File: config.mk
export PLATFORM = sky130hd
export DESIGN_NAME = cpu_wb_master_flat
export DESIGN_NICKNAME = d
export VERILOG_FILES = /design/src/rtl/cpu_wb_master_if.sv /design/src/rtl/cpu_wb_master.sv /design/src/flat_wrapper.sv
export SDC_FILE = /design/constraint.sdc
export NUM_CORES = 1
export LEC_CHECK = 0
export BUFFER_PORTS_ARGS = -buffer_cell sky130_fd_sc_hd__clkbuf_2
export CAP_MARGIN = 20
export CELL_PAD_IN_SITES_DETAIL_PLACEMENT = 2
export CELL_PAD_IN_SITES_GLOBAL_PLACEMENT = 2
export CORE_AREA = 4 4 136 138
export CTS_CLUSTER_SIZE = 24
export DETAILED_ROUTE_END_ITERATION = 7
export DIE_AREA = 0 0 140 142
export HOLD_SLACK_MARGIN = 0.08
export PLACE_DENSITY_LB_ADDON = 0.1
export SLEW_MARGIN = 20
export SYNTH_ARGS = -nofsm -noshare
export SYNTH_HDL_FRONTEND = slang
export SYNTH_SLANG_ARGS = --single-unit
File: constraint.sdc
create_clock -name clk -period 4 [get_ports clk]
set_input_delay 0.8 -clock clk [delete_from_list [all_inputs] [get_ports clk]]
set_output_delay 0.8 -clock clk [all_outputs]
set_load 0.05 [all_outputs]
File: src/rtl/cpu_wb_master_if.sv
// Request/response and Wishbone classic signals of the CPU bus interface unit.
// The master modport is the unit itself; the slave modport is the core plus the bus.
interface cpu_wb_master_if #(
  parameter int unsigned AW = 16,
  parameter int unsigned DW = 16,
  parameter int unsigned SW = 4
);
  logic          req_valid;
  logic          req_ready;
  logic          req_we;
  logic [AW-1:0] req_adr;
  logic [DW-1:0] req_data;
  logic [SW-1:0] req_sel;
  logic          rsp_valid;
  logic [DW-1:0] rsp_data;
  logic          rsp_err;
  logic [AW-1:0] adr_out;
  logic [DW-1:0] data_out;
  logic [DW-1:0] data_in;
  logic          we;
  logic [SW-1:0] sel_out;
  logic          cyc_out;
  logic          stb_out;
  logic          ack_in;

  modport master (
    input  req_valid, req_we, req_adr, req_data, req_sel, data_in, ack_in,
    output req_ready, rsp_valid, rsp_data, rsp_err,
           adr_out, data_out, we, sel_out, cyc_out, stb_out
  );

  modport slave (
    output req_valid, req_we, req_adr, req_data, req_sel, data_in, ack_in,
    input  req_ready, rsp_valid, rsp_data, rsp_err,
           adr_out, data_out, we, sel_out, cyc_out, stb_out
  );
endinterface

File: src/rtl/cpu_wb_master.sv
// Queues core load/store requests and issues them one at a time as Wishbone classic cycles.
// Optional watchdog abort (parameter TMO) is enabled by defining WB_TIMEOUT_EN.
module cpu_wb_master #(
  parameter int unsigned AW    = 16,
  parameter int unsigned DW    = 16,
  parameter int unsigned SW    = 4,
`ifdef WB_TIMEOUT_EN
  parameter int unsigned TMO   = 255,
`endif
  parameter int unsigned DEPTH = 2
) (
  input  logic              clk,
  input  logic              reset,
  cpu_wb_master_if.master   bus
);
  localparam int unsigned IW = $clog2(DEPTH);
  localparam int unsigned PW = IW + 1;

  typedef struct packed {
    logic          we;
    logic [AW-1:0] adr;
    logic [DW-1:0] data;
    logic [SW-1:0] sel;
  } req_t;

  typedef enum logic {IDLE, BUS} state_t;

  state_t        state_q, state_d;
  req_t          mem [DEPTH];
  req_t          head;
  logic [PW-1:0] wr_ptr, rd_ptr;
  logic          full, empty, push, pop, tmo_hit;

  logic          cyc_q, cyc_d, we_q, we_d;
  logic [AW-1:0] adr_q, adr_d;
  logic [DW-1:0] data_q, data_d;
  logic [SW-1:0] sel_q, sel_d;
  logic          rsp_valid_q, rsp_valid_d, rsp_err_q, rsp_err_d;
  logic [DW-1:0] rsp_data_q, rsp_data_d;

  // Pointers carry one wrap bit so full and empty are distinguishable.
  assign full  = (wr_ptr[PW-1] != rd_ptr[PW-1]) && (wr_ptr[IW-1:0] == rd_ptr[IW-1:0]);
  assign empty = (wr_ptr == rd_ptr);
  assign push  = bus.req_valid && !full;
  assign head  = mem[rd_ptr[IW-1:0]];

  always_ff @(posedge clk) begin
    if (reset) begin
      wr_ptr <= '0;
      rd_ptr <= '0;
    end else begin
      if (push) wr_ptr <= wr_ptr + PW'(1);
      if (pop)  rd_ptr <= rd_ptr + PW'(1);
    end
  end

  always_ff @(posedge clk) begin
    if (push) mem[wr_ptr[IW-1:0]] <= '{we: bus.req_we, adr: bus.req_adr,
                                       data: bus.req_data, sel: bus.req_sel};
  end

`ifdef WB_TIMEOUT_EN
  localparam int unsigned CW = ($clog2(TMO + 1) > 8) ? $clog2(TMO + 1) : 8;
  logic [CW-1:0] cnt_q;

  // Counts unacknowledged BUS cycles; held at zero while idle.
  always_ff @(posedge clk) begin
    if (reset || state_q == IDLE) cnt_q <= '0;
    else if (!bus.ack_in)         cnt_q <= cnt_q + CW'(1);
  end

  assign tmo_hit = (cnt_q == CW'(TMO));
`else
  assign tmo_hit = 1'b0;
`endif

  always_ff @(posedge clk) begin
    if (reset) begin
      state_q     <= IDLE;
      cyc_q       <= 1'b0;
      we_q        <= 1'b0;
      adr_q       <= '0;
      data_q      <= '0;
      sel_q       <= '0;
      rsp_valid_q <= 1'b0;
      rsp_data_q  <= '0;
      rsp_err_q   <= 1'b0;
    end else begin
      state_q     <= state_d;
      cyc_q       <= cyc_d;
      we_q        <= we_d;
      adr_q       <= adr_d;
      data_q      <= data_d;
      sel_q       <= sel_d;
      rsp_valid_q <= rsp_valid_d;
      rsp_data_q  <= rsp_data_d;
      rsp_err_q   <= rsp_err_d;
    end
  end

  always_comb begin
    state_d     = state_q;
    cyc_d       = cyc_q;
    we_d        = we_q;
    adr_d       = adr_q;
    data_d      = data_q;
    sel_d       = sel_q;
    rsp_valid_d = 1'b0;
    rsp_data_d  = rsp_data_q;
    rsp_err_d   = rsp_err_q;
    pop         = 1'b0;
    case (state_q)
      IDLE: begin
        if (!empty) begin
          state_d = BUS;
          cyc_d   = 1'b1;
          we_d    = head.we;
          adr_d   = head.adr;
          data_d  = head.data;
          sel_d   = head.sel;
        end
      end
      BUS: begin
        // An ack arriving on the watchdog's final cycle still completes normally.
        if (bus.ack_in) begin
          state_d     = IDLE;
          cyc_d       = 1'b0;
          pop         = 1'b1;
          rsp_valid_d = 1'b1;
          rsp_data_d  = we_q ? '0 : bus.data_in;
          rsp_err_d   = 1'b0;
        end else if (tmo_hit) begin
          state_d     = IDLE;
          cyc_d       = 1'b0;
          pop         = 1'b1;
          rsp_valid_d = 1'b1;
          rsp_data_d  = '0;
          rsp_err_d   = 1'b1;
        end
      end
      default: state_d = IDLE;
    endcase
  end

  assign bus.req_ready = !full;
  assign bus.cyc_out   = cyc_q;
  assign bus.stb_out   = cyc_q;
  assign bus.we        = we_q;
  assign bus.adr_out   = adr_q;
  assign bus.data_out  = data_q;
  assign bus.sel_out   = sel_q;
  assign bus.rsp_valid = rsp_valid_q;
  assign bus.rsp_data  = rsp_data_q;
  assign bus.rsp_err   = rsp_err_q;
endmodule
File: src/flat_wrapper.sv
// flat-port wrapper written by rule: the top's interface ports become plain ports
module cpu_wb_master_flat 
#(
  parameter int unsigned AW    = 16,
  parameter int unsigned DW    = 16,
  parameter int unsigned SW    = 4,

  parameter int unsigned DEPTH = 2
)
  (clk, reset, bus_req_valid, bus_req_we, bus_req_adr, bus_req_data, bus_req_sel, bus_data_in, bus_ack_in, bus_req_ready, bus_rsp_valid, bus_rsp_data, bus_rsp_err, bus_adr_out, bus_data_out, bus_we, bus_sel_out, bus_cyc_out, bus_stb_out);
  cpu_wb_master_if #(.AW(AW), .DW(DW), .SW(SW)) bus_i ();
  input  logic clk;
  input  logic reset;
  input wire logic [$bits(bus_i.req_valid)-1:0] bus_req_valid;
  input wire logic [$bits(bus_i.req_we)-1:0] bus_req_we;
  input wire logic [$bits(bus_i.req_adr)-1:0] bus_req_adr;
  input wire logic [$bits(bus_i.req_data)-1:0] bus_req_data;
  input wire logic [$bits(bus_i.req_sel)-1:0] bus_req_sel;
  input wire logic [$bits(bus_i.data_in)-1:0] bus_data_in;
  input wire logic [$bits(bus_i.ack_in)-1:0] bus_ack_in;
  output wire logic [$bits(bus_i.req_ready)-1:0] bus_req_ready;
  output wire logic [$bits(bus_i.rsp_valid)-1:0] bus_rsp_valid;
  output wire logic [$bits(bus_i.rsp_data)-1:0] bus_rsp_data;
  output wire logic [$bits(bus_i.rsp_err)-1:0] bus_rsp_err;
  output wire logic [$bits(bus_i.adr_out)-1:0] bus_adr_out;
  output wire logic [$bits(bus_i.data_out)-1:0] bus_data_out;
  output wire logic [$bits(bus_i.we)-1:0] bus_we;
  output wire logic [$bits(bus_i.sel_out)-1:0] bus_sel_out;
  output wire logic [$bits(bus_i.cyc_out)-1:0] bus_cyc_out;
  output wire logic [$bits(bus_i.stb_out)-1:0] bus_stb_out;
  assign bus_i.req_valid = bus_req_valid;
  assign bus_i.req_we = bus_req_we;
  assign bus_i.req_adr = bus_req_adr;
  assign bus_i.req_data = bus_req_data;
  assign bus_i.req_sel = bus_req_sel;
  assign bus_i.data_in = bus_data_in;
  assign bus_i.ack_in = bus_ack_in;
  assign bus_req_ready = bus_i.req_ready;
  assign bus_rsp_valid = bus_i.rsp_valid;
  assign bus_rsp_data = bus_i.rsp_data;
  assign bus_rsp_err = bus_i.rsp_err;
  assign bus_adr_out = bus_i.adr_out;
  assign bus_data_out = bus_i.data_out;
  assign bus_we = bus_i.we;
  assign bus_sel_out = bus_i.sel_out;
  assign bus_cyc_out = bus_i.cyc_out;
  assign bus_stb_out = bus_i.stb_out;
  cpu_wb_master #(.AW(AW), .DW(DW), .SW(SW), .DEPTH(DEPTH)) u_core (.clk(clk), .reset(reset), .bus(bus_i));
endmodule
### Word level (Yosys, flattened, before mapping)

Memories as Yosys holds them, arrays and structs flattened. A register that Yosys moved wholly into a read port is not among the register bits.
Cells that the tools add are included.

* memories kept: 1
* bits in read-only memories: 0
* input port bits: 57
* output and inout port bits: 58
* word-level logic and storage cells: 33
* latch bits: 0
* bits in writable memories: 74
* bits in registers: 23

Memories
* u_core.mem: depth 2, bits a word 37, read ports 1, clocked after memory_dff 1, wr ports 1, RTL line cpu_wb_master.sv:29 `req_t mem [DEPTH];`

* order comparisons: 0
* add/sub/neg operators: 2
* reductions and logical operators: 6
* multipliers: 0
* bitwise logic cells: 2
* divide/modulo/power cells: 0
* muxes and demuxes: 11
* equality and inequality tests: 5
* shifts and indexed selects: 0

Operators with widths (number)
* $mux W16: 1
* $mux W1: 8
* $reduce_and A2 Y1: 3
* $add A2 B1 Y2 const B: 2
* $ne A2 B2 Y1 const B: 2
* $pmux W1 S2: 2
* $eq A2 B2 Y1: 1
* $logic_and A1 B1 Y1: 2
* $not A1 Y1: 2
* $eq A1 B1 Y1: 1
* $logic_not A1 Y1: 1
* $ne A1 B1 Y1: 1

### Logic depth before layout (Yosys ltp)

Gate-level depths: netlist of the first run.

* word-level depth: 6
* gate-level depth with buffers: 6
* mapped depth without buffers: 3

### Least setup slack after synthesis of the first run

No wires, ideal clock.

* path type: input port to flip-flop
* start: input port bus_req_valid
* end: register u_core.wr_ptr[1]
* path slack: 753 ps
* library setup time: 126 ps
* path buffers: 0
* cell stages on the path: 3
* arrival: 3121 ps
* data required time: 3874 ps
* path through: nand2_1 a21oi_1 mux2_1

* longest elaborated chain between the ends: 1

RTL lines
* start: declaration: RTL line flat_wrapper.sv:14 `input wire logic [$bits(bus_i.req_valid)-1:0] bus_req_valid;`
* $logic_and A1 B1 Y1: RTL line cpu_wb_master.sv:44 `assign push = bus.req_valid && !full;`
* end signal: assignment: RTL line cpu_wb_master.sv:52 `if (push) wr_ptr <= wr_ptr + PW'(1);`
* end: declaration: RTL line cpu_wb_master.sv:31 `logic [PW-1:0] wr_ptr, rd_ptr;`

Every way passes these cells.
A chain may end at the register's enable or synchronous reset.

### Final worst setup path of the first run

* start: register u_core.wr_ptr[0]
* end: output port bus_req_ready

* longest elaborated chain between the ends: 3

RTL lines
* $eq A1 B1 Y1: RTL line cpu_wb_master.sv:42 `assign full = (wr_ptr[PW-1] != rd_ptr[PW-1]) && (wr_ptr[IW-1:0] == rd_ptr[IW-1:0]);`
* $logic_and A1 B1 Y1: RTL line cpu_wb_master.sv:42
* $logic_not A1 Y1: RTL line cpu_wb_master.sv:145 `assign bus.req_ready = !full;`
* end: declaration: RTL line flat_wrapper.sv:21 `output wire logic [$bits(bus_i.req_ready)-1:0] bus_req_ready;`

Every way passes these cells.

==> results of run 1 <==
cell families after synthesis:
kind of cell    count (synthesis)  synth area share
simple gates                   14            0.0132
xor+xnor                        5            0.0100
flops                         134             0.668
mux                            39            0.0857
buf+inv                        69            0.0596
compound gates                 96             0.163
other cells                     1          0.000732
cells in the final DEF (no fill, tap or decap), drive strengths merged, types with 2 or more instances in the layout:
cell type | netlist | final
a21boi | 2 | 2
clkinv | 0 | 3
xnor2 | 2 | 2
clkbuf | 13 | 142
nor2 | 5 | 5
xor2 | 3 | 3
nand2 | 4 | 4
dfxtp | 60 | 60
edfxtp | 74 | 74
mux2 | 39 | 39
a21oi | 2 | 2
inv | 38 | 38
nor2b | 3 | 3
a22o | 16 | 16
a211oi | 74 | 74
buf | 18 | 7
layout make-up:
| class | count | area share |
|---|---|---|
| clock buffers | 29 | 0.0824 |
| clock inverters | 3 | 0.00233 |
| multi-input cells | 155 | 0.223 |
| repair buffers | 120 | 0.0958 |
| inverters | 38 | 0.0221 |
| flip-flops and latches | 134 | 0.531 |
| well taps | 225 | 0.0436 |
metal layers:
layer / vias to the layer above / track usage / routed length (um) / part of all wire
met5: - / 0 / 0 / 0
met1: 1622 / 0.159 / 5390 / 0.42
met4: 0 / 0.0525 / 225 / 0.017
met3: 16 / 0.0447 / 767 / 0.059
li1: 1541 / - / - / -
met2: 92 / 0.233 / 6510 / 0.50
worst paths after layout:
path / endpoint / slack (ps)
max: bus_req_ready / 1240
min reg2reg: u_core.bus.data_out[4]$_SDFFE_PP0P_ / 460
min: u_core.bus.data_out[4]$_SDFFE_PP0P_ / 460
max reg2reg: u_core.mem[0][0]$_DFFE_PP_ / 1460
flip-flops by register name, indices dropped and copies added (netlist names), 2 cells and up:
register             cells
u_core.mem              74
u_core.bus.data_out     16
u_core.rd_ptr            2
u_core.wr_ptr            2
u_core.bus.adr_out      16
u_core.bus.sel_out       4
u_core.bus.rsp_data     16
where the power goes:
group          internal [mW]  leakage [nW]  switching (mW)
clock                  0.894         0.271           0.542
combinational          0.300         0.986           0.813
sequential              1.65          1.19          0.0936
cell usage after synthesis:
cell,n,share of area
a21oi_2,1,0.0017
nand3_1,1,0.00098
inv_1,38,0.028
xnor2_2,1,0.0032
a21o_1,1,0.0015
a21boi_1,2,0.0029
buf_2,13,0.013
nor2_1,5,0.0037
conb_1,1,0.00073
clkbuf_1,13,0.0095
a211oi_1,55,0.081
buf_4,2,0.0029
xnor2_1,1,0.0017
dfxtp_1,60,0.23
edfxtp_1,74,0.43
nor2b_1,3,0.0037
a211oi_2,19,0.046
buf_6,3,0.0066
o21a_1,1,0.0015
a21oi_1,1,0.00098
nor3_2,1,0.0020
xor2_1,3,0.0051
mux2_1,20,0.044
nand2_1,4,0.0029
a22o_1,16,0.027
mux2_2,19,0.042
critical path, cell delays in order, from the launching register on:
cell and delay, ps:
dfxtp_1 410, xnor2_4 730, nand2_1 120, clkbuf_2 280
through the flow:
stage	worst slack, ps	instances	cell area [sq um]	util
2_1_floorplan	753	358	5120	-
3_3_place_gp	1490	672	5900	0.344
3_5_place_dp	1380	672	5900	0.344
4_1_cts	1180	704	6450	0.376
5_1_grt	1090	704	6450	0.376
6_report	1240	704	6450	0.376
==> key figures, run 1 <==
STA
  • Worst Max-Slew Pin Slew: 993 ps
  • Slew Limit Fails: 0
  • FMAX: 363 MHz
  • RSZ-0062 raised after global routing: no
  • Min Tclk post-route: 2760 ps
  • WHS: 456 ps
  • Fin crit share: 0.689
  • Clock Skew: 6.54 ps
  • Worst slew margin: 0.334
  • Setup violations, final: 0
  • Setup tns final: 0 ps
  • Final hold violation count: 0

Worst setup path
  • Critical path class: reg2out
  • WP data arrival: 1960 ps
  • Worst setup EP type: primary output
  • Worst-path fanout max: 25
  • CP Launch Point: u_core.wr_ptr[0]$_SDFFE_PP0P_
  • CP required: 3200 ps
  • Register-to-Register Path Depth: 4
  • R2R Path Start: u_core.wr_ptr[0]$_SDFFE_PP0P_
  • Startpoint Class: flip-flop

Power
  • Design Power: 4.29 mW
  • VDD IR-drop max: 0.000323 V
  • P per Cell Area: 665 mW/mm^2
  • Static Leak: 2.44 nW

Synth
  • Netlist Area Pre-Place: 0.00512 sq mm
  • Mean Syn Cell Area: 14.3 sq um
  • Yosys warns: 0
  • FF+latch count, synth: 134
  • Unique masters post-synth: 26
  • Sequential area share after synthesis: 0.668
  • Post-Syn Nets: 415
  • Mapped Cells: 358

Routing
  • Via density: 4.65
  • DRT Wirelength: 12900 um
  • DR WL/cell: 18.3 um
  • Vias post-DR: 3271
  • First-pass DRT Iterations: 4
  • First DRT Iteration DRCs: 81
  • # DRC: 0
  • Post-route ant nets: 0

Floorplan
  • Die area: 0.0199 sq mm
  • Initial Util: 0.298
  • # IOs: 115
  • Die height: 142 um
  • Core area: 0.0172 sq mm
  • FP Rows: 48
  • Chip width: 140 um

Layout
  • Seq. cell area: 0.00343 sq mm
  • Multi-input gate area: 0.00144 sq mm
  • Area growth syn-to-layout: 25.9%
  • Ant. Diodes: 0
  • Fillcell total: 1804
  • Final Net Count: 523
  • Share of cells above drive strength 1: 0.401

Hold path
  • Hold Crit Depth: 2
  • Worst hold start: u_core.bus.data_out[4]$_SDFFE_PP0P_
  • Min-Delay Path Class: reg2reg

Clock tree
  • Resize count post-CTS: 0
  • CTS tree: built
  • # hold bufs at CTS: 0
  • Clock root buffer master: clkbuf_16
  • Clock buffer count from CTS: 17
  • Clock slew at reported path FFs: 50 ps
  • H-tree Lvls: 4
  • Clk sinks: 134
  • Skew-Pair Late Insertion Delay: 410 ps
  • # Post-CTS Setup Buffers: 0
  • CTS max path bufs: 2

Global routing
  • All-Layer GR Usage: 0.136
  • First-pass GRT wire length: 20800 um
  • Initial antenna violation count: 0
  • Largest net degree at the start of global routing: 43
  • Vias in the first global route: 3769
  • GRT overflow: 0

Outcome
  • Run status: finished, final reports clean

Place
  • Detailed Place HPWL: 8480 um
  • Final GP Congestion: 0.661
  • Port bufs: 113

Run
  • Max-cap viol count: 0
Power figures use the tool's default switching activity.
==> run 2: changes to the inputs <==
==> constraint.sdc (replaced) <==
create_clock -name clk -period 2.6 [get_ports clk]
set_input_delay 0.52 -clock clk [delete_from_list [all_inputs] [get_ports clk]]
set_output_delay 0.52 -clock clk [all_outputs]
set_load 0.05 [all_outputs]
==> key figures, run 2 (synthesis results as in run 1) <==
Floorplan
  • Initial Util: 0.298 (unchanged)
  • # IOs: 115 (unchanged)
  • Core area: 0.0172 sq mm (unchanged)
  • Die area: 0.0199 sq mm (unchanged)
  • Die height: 142 um (unchanged)
  • Chip width: 140 um (unchanged)
  • FP Rows: 48 (unchanged)

Clock tree
  • Clock root buffer master: clkbuf_16 (unchanged)
  • Clk sinks: 134 (unchanged)
  • Resize count post-CTS: 0 (unchanged)
  • # Post-CTS Setup Buffers: 0 (unchanged)
  • CTS tree: built (unchanged)
  • H-tree Lvls: 4 (unchanged)
  • Clock slew at reported path FFs: 50 ps (about the same)
  • # hold bufs at CTS: 0 (unchanged)
  • Skew-Pair Late Insertion Delay: 410 ps (about the same)
  • CTS max path bufs: 2 (unchanged)
  • Clock buffer count from CTS: 17 (unchanged)

STA
  • Final hold violation count: 0 (unchanged)
  • Clock Skew: 7.00 ps (was 6.54 ps)
  • Fin crit share: 0.878
  • Setup tns final: 0 ps (unchanged)
  • Worst Max-Slew Pin Slew: 954 ps (was 993 ps)
  • FMAX: 438 MHz
  • Min Tclk post-route: 2280 ps
  • RSZ-0062 raised after global routing: no (unchanged)
  • Setup violations, final: 0 (unchanged)
  • Slew Limit Fails: 0 (unchanged)
  • Worst slew margin: 0.360 (was 0.334)
  • WHS: 297 ps (was 456 ps)

Power
  • Int Power: 4.41 mW (was 2.84 mW)
  • Static Leak: 2.48 nW (was 2.44 nW)
  • P per Cell Area: 1020 mW/mm^2 (was 665 mW/mm^2)
  • Sequential power share: 0.403 (was 0.406)
  • Comb power frac: 0.266 (was 0.259)
  • VDD IR-drop max: 0.000497 V (was 0.000323 V)
  • P_sw: 2.23 mW (was 1.45 mW)
  • Switching share of power: 0.336 (was 0.338)
  • Clock Power Share: 0.331 (was 0.335)

Layout
  • Area growth syn-to-layout: 27.3% (was 25.9%)
  • Most common cell after layout, fill and taps aside: clkbuf_2 (unchanged)
  • Non-filler cells in the finished layout: 712 (was 704)
  • Final Net Count: 531 (was 523)
  • Flip-flop count of the largest register after layout: 74 (unchanged)
  • Commonest cells after routing, fill and taps aside: clkbuf_2 (113), edfxtp_1 (74), dfxtp_1 (58) (unchanged)
  • Share of cells above drive strength 1: 0.413 (was 0.401)
  • Ant. Diodes: 0 (unchanged)

Worst setup path
  • Worst setup EP type: primary output (unchanged)
  • Startpoint Class: flip-flop (unchanged)
  • Worst-path fanout max: 15 (was 25)
  • CP required: 2080 ps (was 3200 ps)
  • Setup slack, reg-to-reg: 660 ps (was 1460 ps)
  • Critical path class: reg2out (unchanged)
  • WP data arrival: 1760 ps (was 1960 ps)

Global routing
  • First-pass GRT wire length: 20400 um (was 20800 um)
  • All-Layer GR Usage: 0.134 (was 0.136)
  • Vias in the first global route: 3763 (was 3769)
  • Initial antenna violation count: 0 (unchanged)
  • GRT overflow: 0 (unchanged)
  • Largest net degree at the start of global routing: 34 (was 43)

Routing
  • First DRT Iteration DRCs: 132 (was 81)
  • # DRC: 0 (unchanged)
  • Post-route ant nets: 0 (unchanged)
  • First-pass DRT Iterations: 4 (unchanged)
  • Via density: 4.66 (was 4.65)
  • DRT Wirelength: 12800 um (was 12900 um)
  • Vias post-DR: 3320 (was 3271)
  • DR WL/cell: 18.0 um (was 18.3 um)

Place
  • Final GP Congestion: 0.691 (was 0.661)
  • Dpl cells: 680 (was 672)
  • Port bufs: 113 (unchanged)
  • Detailed Place HPWL: 9080 um (was 8480 um)

Run
  • Max-cap viol count: 0 (unchanged)

Outcome
  • Run status: finished, final reports clean (unchanged)

Hold path
  • Min-Delay Path Class: in2reg (was reg2reg)
run 2: cell types whose count changed in the layout (fill, tap and decap cells not counted):
cell / delta
buf_12: +1
buf_4: +7
clkbuf_1: -1
clkbuf_16: -1
clkbuf_8: +2
clkinv_2: -1
clkinvlp_4: +1
run 2: stage by stage:
step                       util  instance area, sq um  setup slack, ps  total power [mW]
after floorplan               -                  5130              255              4.03
after global placement    0.348                  5980              680              4.48
after detailed placement  0.348                  5980              611              4.53
after CTS                 0.380                  6520              227              6.77
after global routing      0.380                  6520              178              6.98
final                     0.380                  6520              316              6.64
run 2: worst paths after layout:
kind                                       startpoint                                   to  depth (start not counted)
hold / removal                         bus_req_adr[9]          u_core.mem[1][29]$_DFFE_PP_                          1
hold reg to reg   u_core.bus.data_out[3]$_SDFFE_PP0P_  u_core.bus.data_out[3]$_SDFFE_PP0P_                          2
setup reg to reg        u_core.rd_ptr[0]$_SDFFE_PP0P_  u_core.bus.adr_out[15]$_SDFFE_PP0P_                          4
setup / recovery        u_core.rd_ptr[0]$_SDFFE_PP0P_                        bus_req_ready                          3
run 2: final cells by class:
type / instances / area (sq um)
inverter: 38 / 143
clock buffer: 29 / 531
timing repair buffer: 128 / 691
fill: 1788 / 10700
multi-input combinational: 155 / 1440
sequential: 134 / 3430
tap: 225 / 282
clock inverter: 3 / 17.5
run 2: per-layer routing:
layer  vias up  GRT usage  part of all wire
li1       1562          -                 -
met1      1644      0.152              0.43
met2        96      0.231              0.50
met3        18     0.0440             0.055
met4         0     0.0592             0.018
met5         -          0                 0
run 2: power by group through the flow:
stage               clock network [mW]  logic, mW  registers, mW
finish                            2.20       1.77           2.68
global route                      2.37       1.90           2.72
CTS                               2.28       1.81           2.68
detailed placement                   0       1.80           2.72
global placement                     0       1.77           2.71
floorplan                            0      0.733           3.30
run 2: worst max-delay path, stage by stage (launching register included):
cell	delay, ps
dfxtp_2	450
xnor2_4	450
nand2_1	170
clkbuf_2	280
==> run 3: changes to the inputs <==
--- a/config.mk
+++ b/config.mk
@@ -5,7 +5,6 @@
 export SDC_FILE = /design/constraint.sdc
 export NUM_CORES = 1
 export LEC_CHECK = 0
-export BUFFER_PORTS_ARGS = -buffer_cell sky130_fd_sc_hd__clkbuf_2
 export CAP_MARGIN = 20
 export CELL_PAD_IN_SITES_DETAIL_PLACEMENT = 2
 export CELL_PAD_IN_SITES_GLOBAL_PLACEMENT = 2
@@ -13,8 +12,10 @@
 export CTS_CLUSTER_SIZE = 24
 export DETAILED_ROUTE_END_ITERATION = 7
 export DIE_AREA = 0 0 140 142
+export DONT_BUFFER_PORTS = 1
 export HOLD_SLACK_MARGIN = 0.08
 export PLACE_DENSITY_LB_ADDON = 0.1
+export RECOVER_POWER = 100
 export SLEW_MARGIN = 20
 export SYNTH_ARGS = -nofsm -noshare
 export SYNTH_HDL_FRONTEND = slang
==> key figures, run 3 (synthesis results as in run 1) <==
Worst setup path
  • Startpoint Class: flip-flop (unchanged)
  • CP required: 2890 ps (was 2080 ps)
  • WP data arrival: 2500 ps (was 1760 ps)
  • Critical path class: reg2reg (was reg2out)
  • Worst-path fanout max: 17 (was 15)
  • Worst setup EP type: flip-flop (was primary output)

Routing
  • Via density: 4.80 (was 4.66)
  • DR WL/cell: 20.3 um (was 18.0 um)
  • First DRT Iteration DRCs: 109 (was 132)
  • Post-route ant nets: 0 (unchanged)
  • DRT Wirelength: 12200 um (was 12800 um)
  • First-pass DRT Iterations: 3 (was 4)
  • Vias post-DR: 2876 (was 3320)
  • # DRC: 0 (unchanged)

STA
  • Min Tclk post-route: 2210 ps (was 2280 ps)
  • Setup tns final: 0 ps (unchanged)
  • Fin crit share: 0.851 (was 0.878)
  • RSZ-0062 raised after global routing: no (unchanged)
  • Clock Skew: 6.57 ps (was 7.00 ps)
  • Final hold violation count: 0 (unchanged)
  • Worst slew margin: 0.118 (was 0.360)
  • Slew Limit Fails: 0 (unchanged)
  • FMAX: 452 MHz (was 438 MHz)
  • Setup violations, final: 0 (unchanged)
  • Worst Max-Slew Pin Slew: 1320 ps (was 954 ps)

Layout
  • Final Net Count: 418 (was 531)
  • Non-filler cells in the finished layout: 599 (was 712)
  • Cell area after layout: 0.00584 sq mm (was 0.00652 sq mm)
  • Commonest cells after routing, fill and taps aside: edfxtp_1 (74), a211oi_1 (72), dfxtp_1 (59) (was clkbuf_2 (113), edfxtp_1 (74), dfxtp_1 (58))
  • Share of cells above drive strength 1: 0.176 (was 0.413)
  • Ant. Diodes: 0 (unchanged)
  • Flip-flop count of the largest register after layout: 74 (unchanged)
  • Fillcell total: 1796 (was 1788)
  • Most common cell after layout, fill and taps aside: edfxtp_1 (was clkbuf_2)
  • Area growth syn-to-layout: 14.0% (was 27.3%)

Floorplan
  • Initial Util: 0.298 (unchanged)
  • FP Rows: 48 (unchanged)
  • Chip width: 140 um (unchanged)
  • Core area: 0.0172 sq mm (unchanged)
  • Die area: 0.0199 sq mm (unchanged)
  • # IOs: 115 (unchanged)
  • Die height: 142 um (unchanged)

Global routing
  • GRT overflow: 0 (unchanged)
  • Initial antenna violation count: 0 (unchanged)
  • All-Layer GR Usage: 0.128 (was 0.134)
  • Vias in the first global route: 3391 (was 3763)
  • Largest net degree at the start of global routing: 47 (was 34)
  • First-pass GRT wire length: 19100 um (was 20400 um)

Clock tree
  • Clk sinks: 134 (unchanged)
  • CTS tree: built (unchanged)
  • Clock buffer count from CTS: 17 (unchanged)
  • Clock slew at reported path FFs: 60 ps (was 50 ps)
  • Clock root buffer master: clkbuf_16 (unchanged)
  • Resize count post-CTS: 0 (unchanged)
  • CTS max path bufs: 2 (unchanged)
  • # hold bufs at CTS: 0 (unchanged)
  • H-tree Lvls: 4 (unchanged)
  • Skew-Pair Late Insertion Delay: 410 ps (about the same)
  • # Post-CTS Setup Buffers: 0 (unchanged)

Power
  • P per Cell Area: 1100 mW/mm^2 (was 1020 mW/mm^2)
  • Static Leak: 1.98 nW (was 2.48 nW)
  • VDD IR-drop max: 0.000468 V (was 0.000497 V)

Hold path
  • Min-Delay Path Class: in2reg (unchanged)

Place
  • Post-DP Area: 0.00541 sq mm (was 0.00598 sq mm)
  • Final GP Congestion: 0.639 (was 0.691)
  • Detailed Place HPWL: 8170 um (was 9080 um)
  • Dpl cells: 567 (was 680)
  • Port bufs: 0 (was 113)

Run
  • Max-cap viol count: 0 (unchanged)

Outcome
  • Run status: finished, final reports clean (unchanged)
==> run 3: per-stage QoR <==
stage	total power [mW]	worst slack, ps	util	hold slack, ps
2_1_floorplan	4.03	255	-	538
3_3_place_gp	4.29	537	0.315	585
3_5_place_dp	4.32	526	0.315	594
4_1_cts	6.63	330	0.348	142
5_1_grt	6.74	145	0.340	141
6_report	6.41	387	0.340	169
==> run 3: final timing paths <==
kind / from / end / slack [ps] / cells after the start
setup / recovery: u_core.wr_ptr[1]$_SDFFE_PP0P_ / u_core.bus.sel_out[2]$_SDFFE_PP0P_ / 390 / 4
hold / removal: reset / u_core.bus.data_out[11]$_SDFFE_PP0P_ / 170 / 1
setup reg to reg: u_core.wr_ptr[1]$_SDFFE_PP0P_ / u_core.bus.sel_out[2]$_SDFFE_PP0P_ / 390 / 4
hold reg to reg: u_core.rd_ptr[1]$_SDFFE_PP0P_ / u_core.rd_ptr[1]$_SDFFE_PP0P_ / 610 / 2
==> run 3: routing by layer <==
metal | GRT usage | wire length (um) | up-vias
met2 | 0.219 | 6140 | 88
li1 | - | - | 1335
met4 | 0.0566 | 204 | 0
met3 | 0.0598 | 1040 | 16
met1 | 0.136 | 4770 | 1437
met5 | 0 | 0 | -
==> run 3: final cells by class <==
class	count	area [sq um]	area share
clock inverters	7	37.5	0.00643
well taps	225	282	0.0482
multi-input cells	155	1320	0.226
flip-flops and latches	134	3420	0.586
repair buffers	15	105	0.0180
inverters	38	143	0.0244
clock buffers	25	528	0.0904
==> run 3: worst max-delay path: stages (launching register included) <==
cell and delay, ps:
dfxtp_1 360, xnor2_2 690, a21o_1 600, clkbuf_2 330, a211oi_1 110
==> run 3: where the power goes <==
part	internal (mW)	switching (mW)	leakage [nW]	total, mW
logic	0.322	0.506	0.503	0.828
registers	2.54	0.779	1.19	3.31
clock network	1.40	0.866	0.288	2.27
